--- src/rtl/rf_wb_arbiter_if.sv ---
// rf_wb_arbiter_if
//   Bundles the buses around the register-file write-port controller.
//   master : write-back sources, scoreboard user and register file
//            (drive requests and queries, observe grants and the write port)
//   slave  : rf_wb_arbiter
//   Signals:
//     a_valid/a_rd/a_data, a_stall         pipeline write-back (priority source)
//     b_valid/b_rd/b_data, b_ready         multi-cycle unit result handshake
//     rf_we/rf_rd/rf_din                   register-file write port
//     q_rs1/q_rs2, q_busy1/q_busy2         scoreboard lookup on pending B writes
//     init_done                            clear sequence complete
interface rf_wb_arbiter_if;
    logic        a_valid;
    logic [4:0]  a_rd;
    logic [31:0] a_data;
    logic        a_stall;

    logic        b_valid;
    logic        b_ready;
    logic [4:0]  b_rd;
    logic [31:0] b_data;

    logic        rf_we;
    logic [4:0]  rf_rd;
    logic [31:0] rf_din;

    logic [4:0]  q_rs1;
    logic [4:0]  q_rs2;
    logic        q_busy1;
    logic        q_busy2;

    logic        init_done;

    modport master (
        output a_valid, a_rd, a_data, b_valid, b_rd, b_data, q_rs1, q_rs2,
        input  a_stall, b_ready, rf_we, rf_rd, rf_din, q_busy1, q_busy2, init_done
    );

    modport slave (
        input  a_valid, a_rd, a_data, b_valid, b_rd, b_data, q_rs1, q_rs2,
        output a_stall, b_ready, rf_we, rf_rd, rf_din, q_busy1, q_busy2, init_done
    );
endinterface

--- src/rtl/rf_wb_arbiter.sv ---
// rf_wb_arbiter
//   Controller for the single write port of the 32x32 register file.
//   - Optional clear sequence (macro RF_INIT_SEQ_EN): after reset release,
//     32 cycles write x0..x31 with zero, x2 gets SP_INIT. Without the macro
//     the block comes out of reset ready to arbitrate.
//   - Arbitration: pipeline write-back A has priority; results of the
//     multi-cycle unit B are buffered in a 2-entry in-order FIFO. A starve
//     counter forces the FIFO head through after STARVE_MAX blocked cycles.
//   - Writes to x0 are dropped (A consumed without a write, B not enqueued).
//   - Scoreboard: q_busy* flags a query matching any valid FIFO entry.
//   Ports:
//     clk    sole clock, rising edge
//     reset  asynchronous, active-low
//     bus    rf_wb_arbiter_if.slave (A/B requests, RF write port, queries)
//   Parameters:
//     STARVE_MAX  blocked cycles before B is forced (1..15)
//     SP_INIT     x2 value of the clear sequence (RF_INIT_SEQ_EN builds only)
module rf_wb_arbiter #(
    parameter int STARVE_MAX = 4
`ifdef RF_INIT_SEQ_EN
    , parameter logic [31:0] SP_INIT = 32'h2ffc
`endif
) (
    input  logic             clk,
    input  logic             reset,
    rf_wb_arbiter_if.slave   bus
);

    typedef struct packed {
        logic [4:0]  rd;
        logic [31:0] data;
    } wb_ent_t;

    localparam logic [3:0] SMAX = 4'(STARVE_MAX);

    // FIFO storage, pointer-based so pop never moves data
    wb_ent_t [1:0] fifo_q;
    logic          wr_ptr;
    logic          rd_ptr;
    logic [1:0]    count;
    logic [3:0]    starve;

    logic          run;
    logic          fifo_ne;
    logic          force_b;
    logic          a_wr;
    logic          grant_a;
    logic          grant_b;
    logic          push;
    wb_ent_t       head;

    logic          we_c;
    logic [4:0]    rd_c;
    logic [31:0]   din_c;

    // ------------------------------------------------------------------
    // Init / run control
    // ------------------------------------------------------------------
`ifdef RF_INIT_SEQ_EN
    typedef enum logic {ST_INIT, ST_RUN} state_t;

    state_t      state;
    logic [4:0]  cnt;
    logic        init_done_q;

    always_ff @(posedge clk or negedge reset) begin
        if (!reset) begin
            state       <= ST_INIT;
            cnt         <= 5'd0;
            init_done_q <= 1'b0;
        end else if (state == ST_INIT) begin
            cnt <= cnt + 5'd1;
            if (cnt == 5'd31) begin
                state       <= ST_RUN;
                init_done_q <= 1'b1;
            end
        end
    end

    assign run           = (state == ST_RUN);
    assign bus.init_done = init_done_q;
`else
    assign run           = 1'b1;
    assign bus.init_done = 1'b1;
`endif

    // ------------------------------------------------------------------
    // Arbitration
    // ------------------------------------------------------------------
    assign fifo_ne = (count != 2'd0);
    assign head    = fifo_q[rd_ptr];
    assign a_wr    = bus.a_valid && (bus.a_rd != 5'd0);
    assign force_b = run && fifo_ne && (starve == SMAX);
    // A to x0 leaves the port free, so the FIFO may drain that cycle
    assign grant_b = run && fifo_ne && (force_b || !a_wr);
    assign grant_a = run && a_wr && !force_b;

    // b_ready looks only at registered count: no same-cycle pop bypass
    assign bus.b_ready = run && (count != 2'd2);
    assign bus.a_stall = !run || force_b;
    assign push        = bus.b_valid && bus.b_ready && (bus.b_rd != 5'd0);

    // Write port mux; held quiet while reset is asserted
    always_comb begin
        we_c  = 1'b0;
        rd_c  = 5'd0;
        din_c = 32'd0;
        if (reset) begin
`ifdef RF_INIT_SEQ_EN
            if (state == ST_INIT) begin
                we_c  = 1'b1;
                rd_c  = cnt;
                din_c = (cnt == 5'd2) ? SP_INIT : 32'd0;
            end else
`endif
            if (grant_b) begin
                we_c  = 1'b1;
                rd_c  = head.rd;
                din_c = head.data;
            end else if (grant_a) begin
                we_c  = 1'b1;
                rd_c  = bus.a_rd;
                din_c = bus.a_data;
            end
        end
    end

    assign bus.rf_we  = we_c;
    assign bus.rf_rd  = rd_c;
    assign bus.rf_din = din_c;

    // ------------------------------------------------------------------
    // FIFO and starve counter
    // ------------------------------------------------------------------
    always_ff @(posedge clk or negedge reset) begin
        if (!reset) begin
            fifo_q <= '0;
            wr_ptr <= 1'b0;
            rd_ptr <= 1'b0;
            count  <= 2'd0;
            starve <= 4'd0;
        end else begin
            if (push) begin
                fifo_q[wr_ptr] <= '{rd: bus.b_rd, data: bus.b_data};
                wr_ptr         <= ~wr_ptr;
            end
            if (grant_b)
                rd_ptr <= ~rd_ptr;
            case ({push, grant_b})
                2'b10:   count <= count + 2'd1;
                2'b01:   count <= count - 2'd1;
                default: count <= count;
            endcase
            if (!fifo_ne || grant_b)
                starve <= 4'd0;
            else if (starve != SMAX)
                starve <= starve + 4'd1;
        end
    end

    // ------------------------------------------------------------------
    // Scoreboard: valid entries include one being popped this cycle
    // ------------------------------------------------------------------
    logic [1:0]      ent_vld;
    logic [1:0][4:0] q_rs;
    logic [1:0]      q_busy;

    always_comb begin
        ent_vld = 2'b00;
        for (int i = 0; i < 2; i++)
            ent_vld[i] = (count == 2'd2) || ((count == 2'd1) && (rd_ptr == 1'(i)));
    end

    assign q_rs = {bus.q_rs2, bus.q_rs1};

    for (genvar p = 0; p < 2; p++) begin : g_query
        logic [1:0] hit;
        for (genvar e = 0; e < 2; e++) begin : g_ent
            assign hit[e] = ent_vld[e] && (fifo_q[e].rd == q_rs[p]);
        end
        assign q_busy[p] = (q_rs[p] != 5'd0) && (|hit);
    end

    assign bus.q_busy1 = q_busy[0];
    assign bus.q_busy2 = q_busy[1];

endmodule

--- src/flat_wrapper.sv ---
// flat-port wrapper written by rule: the top's interface ports become plain ports
module rf_wb_arbiter_flat 
#(
    parameter int STARVE_MAX = 4

)
  (clk, reset, bus_a_valid, bus_a_rd, bus_a_data, bus_b_valid, bus_b_rd, bus_b_data, bus_q_rs1, bus_q_rs2, bus_a_stall, bus_b_ready, bus_rf_we, bus_rf_rd, bus_rf_din, bus_q_busy1, bus_q_busy2, bus_init_done);
  rf_wb_arbiter_if bus_i ();
  input  logic clk;
  input  logic reset;
  input wire logic [$bits(bus_i.a_valid)-1:0] bus_a_valid;
  input wire logic [$bits(bus_i.a_rd)-1:0] bus_a_rd;
  input wire logic [$bits(bus_i.a_data)-1:0] bus_a_data;
  input wire logic [$bits(bus_i.b_valid)-1:0] bus_b_valid;
  input wire logic [$bits(bus_i.b_rd)-1:0] bus_b_rd;
  input wire logic [$bits(bus_i.b_data)-1:0] bus_b_data;
  input wire logic [$bits(bus_i.q_rs1)-1:0] bus_q_rs1;
  input wire logic [$bits(bus_i.q_rs2)-1:0] bus_q_rs2;
  output wire logic [$bits(bus_i.a_stall)-1:0] bus_a_stall;
  output wire logic [$bits(bus_i.b_ready)-1:0] bus_b_ready;
  output wire logic [$bits(bus_i.rf_we)-1:0] bus_rf_we;
  output wire logic [$bits(bus_i.rf_rd)-1:0] bus_rf_rd;
  output wire logic [$bits(bus_i.rf_din)-1:0] bus_rf_din;
  output wire logic [$bits(bus_i.q_busy1)-1:0] bus_q_busy1;
  output wire logic [$bits(bus_i.q_busy2)-1:0] bus_q_busy2;
  output wire logic [$bits(bus_i.init_done)-1:0] bus_init_done;
  assign bus_i.a_valid = bus_a_valid;
  assign bus_i.a_rd = bus_a_rd;
  assign bus_i.a_data = bus_a_data;
  assign bus_i.b_valid = bus_b_valid;
  assign bus_i.b_rd = bus_b_rd;
  assign bus_i.b_data = bus_b_data;
  assign bus_i.q_rs1 = bus_q_rs1;
  assign bus_i.q_rs2 = bus_q_rs2;
  assign bus_a_stall = bus_i.a_stall;
  assign bus_b_ready = bus_i.b_ready;
  assign bus_rf_we = bus_i.rf_we;
  assign bus_rf_rd = bus_i.rf_rd;
  assign bus_rf_din = bus_i.rf_din;
  assign bus_q_busy1 = bus_i.q_busy1;
  assign bus_q_busy2 = bus_i.q_busy2;
  assign bus_init_done = bus_i.init_done;
  rf_wb_arbiter #(.STARVE_MAX(STARVE_MAX)) u_core (.clk(clk), .reset(reset), .bus(bus_i));
endmodule
--- config.mk ---
export PLATFORM = sky130hd
export DESIGN_NAME = rf_wb_arbiter_flat
export DESIGN_NICKNAME = d
export VERILOG_FILES = /design/src/rtl/rf_wb_arbiter_if.sv /design/src/rtl/rf_wb_arbiter.sv /design/src/flat_wrapper.sv
export SDC_FILE = /design/constraint.sdc
export NUM_CORES = 1
export LEC_CHECK = 0
export CORE_MARGIN = 4
export CORE_UTILIZATION = 25
export DETAILED_ROUTE_END_ITERATION = 16
export PLACE_DENSITY_LB_ADDON = 0.08
export SYNTH_ARGS = -nofsm -noshare
export SYNTH_HDL_FRONTEND = slang
export SYNTH_SLANG_ARGS = --single-unit
--- constraint.sdc ---
create_clock -name clk -period 5.3 [get_ports clk]
set_input_delay 0.53 -clock clk [delete_from_list [all_inputs] [get_ports clk]]
set_output_delay 0.53 -clock clk [all_outputs]
set_load 0.005 [all_outputs]
==> results.cfg, run 1 <==
[synth]
syn_avg_cell_area_um2 = 11.1
ys_top_cells_by_area = dfrtp_1, mux2_2, nand3_1
netlist_instances = 408
post_synth_xor_area_fraction_pct = 5.04
synthArstFlopShare_pct = 100
synth_top_area_share_pct = 45.4
synthAdderAreaFrac_pct = 1.66
yosys.area.top_type = dfrtp_1
synth-seq-cells = 82
synth_nets = 502
synth-seq-area-share_pct = 45.4
yosysWarnings = 0
post-synth-top-count-cell = mux2_2
synth_top_family_by_area = multiplexers
synth.mux.area_fraction_pct = 25.2
synth_simple_gate_area_share_pct = 10.7
synth_compound_area_share_pct = 7.81
synth_cell_types = 36
synth_area_mm2 = 0.00452
synth_edf_count = 0
synth_top_cells_by_count = mux2_2, dfrtp_1, nand2_1
synthFlopType = dfrtp_1

[clock_network]
clk_pin_slew_ns = 0.06
h-tree-depth = 3
cts_resized = 0
cts_tree = done
clk_latency_ns = 0.33
cts_setup_buffers = 0
root_buffer = clkbuf_16
cts_sinks = 82
cts_buffer_depth = 2
cts_made_buffers = 9
cts.hold.buffers_added = 0

[placement]
gp_congestion = 0.783
port_buffers = 129
dpl-instance-area_mm2 = 0.00596
dp_hpwl_um = 7970

[sta]
relSlewSlack_pct = 28.7
skew_ns = 0.00384
max_freq_mhz = 267
tightest_slew_ns = 1.07
setup_tns_ns = 0
drv_slew = 0
hold_ws_ns = 0.225
finalHoldViolCount = 0
setup-violations-final = 0
rsz0062_at_grt = false
period_minus_slack_ns = 3.75
fin_crit_sh_pct = 70.8

[layout]
diodes = 0
fin_nets = 616
num-fill-cells = 1737
final_area_mm2 = 0.00626
area_delta_synth_final_pct = 38.6
layout-drive-gt1-share_pct = 23.9

[floorplanning]
die_y_um = 142
ios = 131
coreArea_mm2 = 0.0175
fp.dieW_um = 142
start_util_pct = 25.8
rows = 48
dieArea_mm2 = 0.0203

[drt]
drtIter0Drc = 153
ant_nets = 0
wl_um = 12100
drc = 0
via_count = 3462
dr.pass1.iters = 4
post_drt_via_cell_ratio = 4.60
avgRoutedWirePerCell_um = 16.0

[power]
p_sw_uw = 963
peakVddDrop_mv = 0.141
comb_power_share_pct = 41.8
power.share.sequential_pct = 38.4
power_density_mw_per_mm2 = 494
p_int_uw = 2130
power_frac_clock_pct = 19.8
p_leak_uw = 0.00248
power_uw = 3090
switching_share_pct = 31.1

[global_route]
grt.total_usage_pct = 12.4
grt_pass1_vias = 3732
grt_first_pass_wirelength_um = 19800
grt_max_degree = 79
antenna_found_initial = 0
grt.overflow.total = 0

[worst_setup_path]
reg2reg_slack_ns = 2.54
arrival_ns = 3.22
end_kind = output pin
critPathLaunchType = primary input
r2r_start = u_core.count[0]$_DFFE_PN0P_
r2r_cells = 9
crit_required_ns = 4.77
worstSetupPathType = in2out
r2r_end = u_core.count[1]$_DFFE_PN0P_
path_max_fanout = 78

[min_path]
min_path_type = in2async

[job]
drv_cap = 0

[run_status]
status = finished, final reports clean
[worst max-delay path by stage]
stage / startpoint / depth (start not counted) / slack (ns) / to
detailed placement: bus_a_rd[0] / 7 / 1.54 / bus_rf_din[31]
global route: bus_a_rd[0] / 7 / 1.37 / bus_rf_din[14]
CTS: bus_a_rd[0] / 7 / 1.51 / bus_rf_din[31]
finish: bus_a_rd[0] / 7 / 1.55 / bus_rf_din[3]
global placement: bus_a_rd[0] / 7 / 1.55 / bus_rf_din[31]
floorplan: bus_a_rd[0] / 6 / 3.04 / bus_rf_din[7]
[critical path, stage by stage]
cell and delay (ns):
clkdlybuf4s50_1 0.43, or4_1 0.58, o211ai_4 0.17, buf_4 0.62, nand3_1 0.20, o21ai_0 0.14, clkdlybuf4s50_1 0.53
[registers in the layout, summed over array words and instances, names as in the netlist]
register	flops
u_core.count	2
u_core.fifo_q	74
u_core.rd_ptr	1
u_core.starve	4
u_core.wr_ptr	1
[kinds of logic (layout without fill, tap and decap cells)]
| family | count (synthesis) | after routing |
|---|---|---|
| other | 1 | 1 |
| DFF | 82 | 82 |
| xor gates and xnor gates | 26 | 26 |
| adders and majority gates | 6 | 6 |
| AOI/OAI and AO/OA | 57 | 57 |
| buffers and inverters | 34 | 153 |
| and+or+nand+nor | 101 | 101 |
| muxes | 101 | 101 |
[power by group through the flow]
stage          combinational (uW)  sequential (uW)  clock [uW]
6_report                     1290             1190         612
5_1_grt                      1440             1240         667
4_1_cts                      1330             1200         638
3_5_place_dp                 1310             1210           0
3_3_place_gp                 1300             1190           0
2_1_floorplan                 977             1080           0
[cell type report]
class,instances,area [um^2],area share (%)
inverter,6,22.5,0.360
sequential,82,2050,32.8
clock inverter,1,5.00,0.0799
multi-input combinational,292,2300,36.7
tap,225,282,4.50
timing repair buffer,131,1300,20.8
clock buffer,15,298,4.76
[stage by stage]
stage               util [%]  worst slack [ns]  std cells
finish                  35.8              1.55        752
global placement        34.1              1.55        736
global route            35.8              1.37        752
CTS                     35.8              1.51        752
detailed placement      34.1              1.54        736
floorplan                  -              3.04        408
[layout by cell type (no fill, tap or decap), types with 7 or more instances in the layout]
master           Yosys  final
xnor2_1             22     22
nand2_1             43     43
mux2_2             101    101
nand3_1             39     39
a22o_1              10     10
dfrtp_1             82     81
clkbuf_16            0      9
clkdlybuf4s50_1      0    128
o21ai_0             31     31
o21ai_1              7      7
[metal layers]
metal	global-route usage [%]	up-vias	wire length, um
li1	-	1685	-
met1	16.0	1668	5540
met2	19.9	97	5610
met3	3.33	12	733
met4	4.65	0	181
met5	0	-	0
(Power assumes the default switching activity.)
==> run 2, diff against run 1 <==
- clock period: 5.3 -> 3.8 ns (I/O delays scaled with it)
==> results.cfg, run 2 (synthesis gave the netlist of run 1 again) <==
[run_status]
status = finished, final reports clean

[sta]
rsz0062_at_grt = false
max_freq_mhz = 314
relSlewSlack_pct = 32.6
period_minus_slack_ns = 3.18
skew_ns = 0.00479
tightest_slew_ns = 1.01
fin_crit_sh_pct = 83.8
drv_slew = 0
setup_tns_ns = 0
finalHoldViolCount = 0
setup-violations-final = 0

[clock_network]
cts_resized = 0
cts_buffer_depth = 2
cts_tree = done
cts_sinks = 82
root_buffer = clkbuf_16
cts_made_buffers = 9
clk_pin_slew_ns = 0.06
h-tree-depth = 3
clk_latency_ns = 0.34
cts_setup_buffers = 0
cts.hold.buffers_added = 0

[worst_setup_path]
arrival_ns = 2.80
crit_required_ns = 3.42
crit_buf_inv = 3
worstSetupPathType = reg2out
slowest_stage = clkdlybuf4s50_1
path_max_fanout = 78
crit_family = buffers and inverters
end_kind = output pin
critPathLaunchType = flop
critical_path.cell_chain = inv_1 -> ha_1 -> nand4bb_1 -> o211ai_4 -> buf_12 -> nand3_1 -> o21ai_0 -> clkdlybuf4s50_1
max_stage_delay_ns = 0.53

[layout]
reg_top3 = u_core.fifo_q (74), u_core.starve (4), u_core.count (2)
diodes = 0
most-common-layout-cells = clkdlybuf4s50_1, mux2_2, dfrtp_1
fin_nets = 619
num-fill-cells = 1782
area_delta_synth_final_pct = 39.3
layout-drive-gt1-share_pct = 24.1
regMostFlops = u_core.fifo_q
final_area_mm2 = 0.00629
layout_commonest_cell = clkdlybuf4s50_1
largest_reg_flops = 74

[floorplanning]
die_y_um = 142
start_util_pct = 25.8
dieArea_mm2 = 0.0203
coreArea_mm2 = 0.0175
fp.dieW_um = 142
ios = 131
rows = 48

[drt]
wl_met3_um = 804
routed-wl-met2_um = 5570
post_drt_via_cell_ratio = 4.57
drtIter0Drc = 107
drc = 0
wl_met1_um = 5470
top_layer_used = met5
via_count = 3440
wl_um = 12100
avgRoutedWirePerCell_um = 16.1
ant_nets = 0
dr.pass1.iters = 4

[placement]
port_buffers = 129
dpl-instance-area_mm2 = 0.00602
dp_hpwl_um = 8190
gp_congestion = 0.797

[power]
power_density_mw_per_mm2 = 684
peakVddDrop_mv = 0.200
p_leak_uw = 0.00249

[global_route]
grt_pass1_vias = 3741
grt.total_usage_pct = 12.1
antenna_found_initial = 1
grt_max_degree = 121
grt_first_pass_wirelength_um = 19500
grt.overflow.total = 0

[min_path]
min_path_type = in2async

[job]
drv_cap = 0
[run 2: cell types whose count changed in the layout (fill, tap and decap cells not counted), sizes merged]
cell,before,now
bufinv,0,1
buf,3,6
clkinv,1,3
clkbuf,15,10
[run 2: per-stage QoR]
| stage | utilization (%) | std cells | worst slack, ns | power, uW | hold slack, ns |
|---|---|---|---|---|---|
| finish | 36.0 | 753 | 0.617 | 4310 | 0.122 |
| global route | 36.0 | 753 | 0.366 | 4630 | 0.173 |
| CTS | 36.0 | 753 | 0.546 | 4390 | 0.179 |
| detailed placement | 34.4 | 739 | 0.694 | 3530 | 0.487 |
| global placement | 34.4 | 739 | 0.710 | 3510 | 0.482 |
| floorplan | - | 408 | 1.84 | 2860 | 0.0844 |
[run 2: path summary, 6_finish.rpt]
check | startpoint | slack (ns) | cells after the start | endpoint
max in group asynchronous | reset | 3.18 | 2 | u_core.fifo_q[60]$_DFFE_PN0P_
min in group clk | u_core.fifo_q[55]$_DFFE_PN0P_ | 0.50 | 1 | u_core.fifo_q[55]$_DFFE_PN0P_
min | reset | 0.12 | 2 | u_core.fifo_q[32]$_DFFE_PN0P_
max | u_core.count[0]$_DFFE_PN0P_ | 0.62 | 8 | bus_rf_din[10]
max reg2reg | u_core.count[0]$_DFFE_PN0P_ | 1.33 | 6 | u_core.fifo_q[51]$_DFFE_PN0P_
min reg2reg | u_core.fifo_q[55]$_DFFE_PN0P_ | 0.50 | 1 | u_core.fifo_q[55]$_DFFE_PN0P_
[run 2: per-layer routing]
layer | up-vias | track usage (%)
li1 | 1689 | -
met1 | 1634 | 15.4
met2 | 96 | 19.5
met3 | 19 | 3.23
met4 | 2 | 5.05
met5 | - | 0
[run 2: report_power, final]
part / internal, uW / leakage (uW) / switching, uW
Clock: 498 / 0.000138 / 329
Combinational: 1150 / 0.00138 / 700
Sequential: 1310 / 0.000978 / 317
[run 2: worst reg2reg max path, cell delays in order, from the launching register on]
cell,delay (ns)
dfrtp_1,0.39
inv_1,0.08
ha_1,0.29
inv_2,0.09
and3_1,0.33
nand2_2,0.63
mux2_2,0.53
[run 2: layout make-up]
type / count / area, um^2 / area share [%]
Multi-Input combinational cell: 292 / 2300 / 36.5
Sequential cell: 82 / 2050 / 32.6
Timing Repair Buffer: 134 / 1360 / 21.7
Tap cell: 225 / 282 / 4.47
Clock buffer: 10 / 229 / 3.64
Clock inverter: 4 / 45.0 / 0.716
Inverter: 6 / 22.5 / 0.358
==> run 3, diff against run 2 <==
- clock period: 3.8 -> 3.3 ns (I/O delays scaled with it)
==> results.cfg, run 3 (synthesis gave the netlist of run 1 again) <==
[worst_setup_path]
slowest_stage = or4_1
crit_buf_inv = 3
max_stage_delay_ns = 0.59
worstSetupPathType = in2out
critical_path.cell_chain = clkdlybuf4s50_1 -> or4_1 -> o211ai_4 -> buf_12 -> nand3_1 -> o21ai_0 -> clkdlybuf4s50_1
path_max_fanout = 78
arrival_ns = 2.66
crit_family = buffers and inverters
critPathLaunchType = primary input
end_kind = output pin
cpMostUsedCell = clkdlybuf4s50_1
crit_required_ns = 2.97

[global_route]
grt.total_usage_pct = 12.8
antenna_found_initial = 0
grt_pass1_vias = 3909
grt_max_degree = 79
grt.overflow.total = 0
grt_first_pass_wirelength_um = 20500

[job]
drv_cap = 0

[layout]
multiInputGateArea_mm2 = 0.00230
area_delta_synth_final_pct = 41.8
layout_commonest_cell = clkdlybuf4s50_1
regMostFlops = u_core.fifo_q
layout-drive-gt1-share_pct = 25.0
final_area_mm2 = 0.00640
fin_nets = 626
diodes = 0
reg_top3 = u_core.fifo_q (74), u_core.starve (4), u_core.count (2)
largest_reg_flops = 74
regArea_mm2 = 0.00205
num-fill-cells = 1713
most-common-layout-cells = clkdlybuf4s50_1, mux2_2, dfrtp_1

[placement]
gp_congestion = 0.797
post-place-ws_ns = 0.283
port_buffers = 129
dp_hpwl_um = 8790
dpl-instance-area_mm2 = 0.00608

[drt]
via_count = 3517
drc = 0
post_drt_via_cell_ratio = 4.62
drtIter0Drc = 156
avgRoutedWirePerCell_um = 16.5
ant_nets = 0
dr.pass1.iters = 4
wl_um = 12600

[clock_network]
cts_resized = 0
cts_made_buffers = 9
cts_tree = done
root_buffer = clkbuf_16
cts_sinks = 82
clk_pin_slew_ns = 0.06
cts_buffer_depth = 2
h-tree-depth = 3
clk_latency_ns = 0.34

[floorplanning]
start_util_pct = 25.8
coreArea_mm2 = 0.0175
die_y_um = 142
dieArea_mm2 = 0.0203
fp.dieW_um = 142
rows = 48
ios = 131

[sta]
period_minus_slack_ns = 2.99
drv_slew = 0
hold_ws_ns = 0.499
setup-violations-final = 0
skew_ns = 0.00730
tightest_slew_ns = 0.656
setup_tns_ns = 0
fin_crit_sh_pct = 90.6
max_freq_mhz = 334
relSlewSlack_pct = 56.3
rsz0062_at_grt = false
finalHoldViolCount = 0
final.setup.worst_slack_ns = 0.310

[min_path]
min_path_type = reg2reg

[power]
power_density_mw_per_mm2 = 801
p_leak_uw = 0.00255
peakVddDrop_mv = 0.244

[run_status]
status = finished, final reports clean
run 3: cell types whose count changed in the layout (fill, tap and decap cells not counted):
cell / before / now
clkinv_2: 3 / 0
clkbuf_8: 0 / 4
buf_4: 3 / 8
buf_12: 3 / 4
clkbuf_1: 1 / 2
dlygate4sd3_1: 0 / 1
run 3: layer usage:
metal | vias up | share of wire (%) | GRT usage, %
met5 | - | 0 | 0
met4 | 0 | 1.6 | 4.60
met3 | 15 | 6.2 | 3.19
met2 | 102 | 46 | 20.9
met1 | 1708 | 46 | 16.6
li1 | 1692 | - | -
run 3: final cells by class:
class                      instances  area share (%)
clock inverter                     1           0.469
sequential                        82            32.1
tap                              225            4.40
inverter                           6           0.352
timing repair buffer             141            22.3
multi-input combinational        292            35.9
clock buffer                      15            4.49
run 3: path summary, 6_finish.rpt:
check	end	cells after the start	startpoint	slack [ns]
min in group asynchronous	u_core.fifo_q[58]$_DFFE_PN0P_	2	reset	0.51
min reg2reg	u_core.starve[0]$_DFFE_PN0P_	1	u_core.starve[0]$_DFFE_PN0P_	0.50
max	bus_rf_din[21]	7	bus_a_rd[0]	0.31
min	u_core.starve[0]$_DFFE_PN0P_	1	u_core.starve[0]$_DFFE_PN0P_	0.50
max in group asynchronous	u_core.fifo_q[10]$_DFFE_PN0P_	3	reset	2.12
max reg2reg	u_core.fifo_q[54]$_DFFE_PN0P_	7	u_core.count[0]$_DFFE_PN0P_	0.93
run 3: where the power goes:
group          total, uW  switching, uW  internal, uW
clock network       1060            386           670
registers           1880            370          1510
logic               2200            836          1360
total               5130           1590          3540
run 3: worst reg2reg max path: stages (launching register included):
cell	delay [ns]
dfrtp_1	0.41
inv_1	0.10
ha_1	0.29
inv_2	0.07
and3_1	0.26
nand2_2	0.51
buf_12	0.26
mux2_2	0.36
run 3: stage by stage:
step / instances / power, uW / utilization [%]
global route: 762 / 5500 / 36.6
floorplan: 408 / 3300 / -
global placement: 745 / 4080 / 34.8
detailed placement: 745 / 4130 / 34.8
finish: 762 / 5130 / 36.6
CTS: 762 / 5230 / 36.6
run 3: repair_timing:
item                                   in CTS  in global routing
setup buffers                               0                  0
hold buffers                                1                  0
endpoints found under the hold margin       8                  0
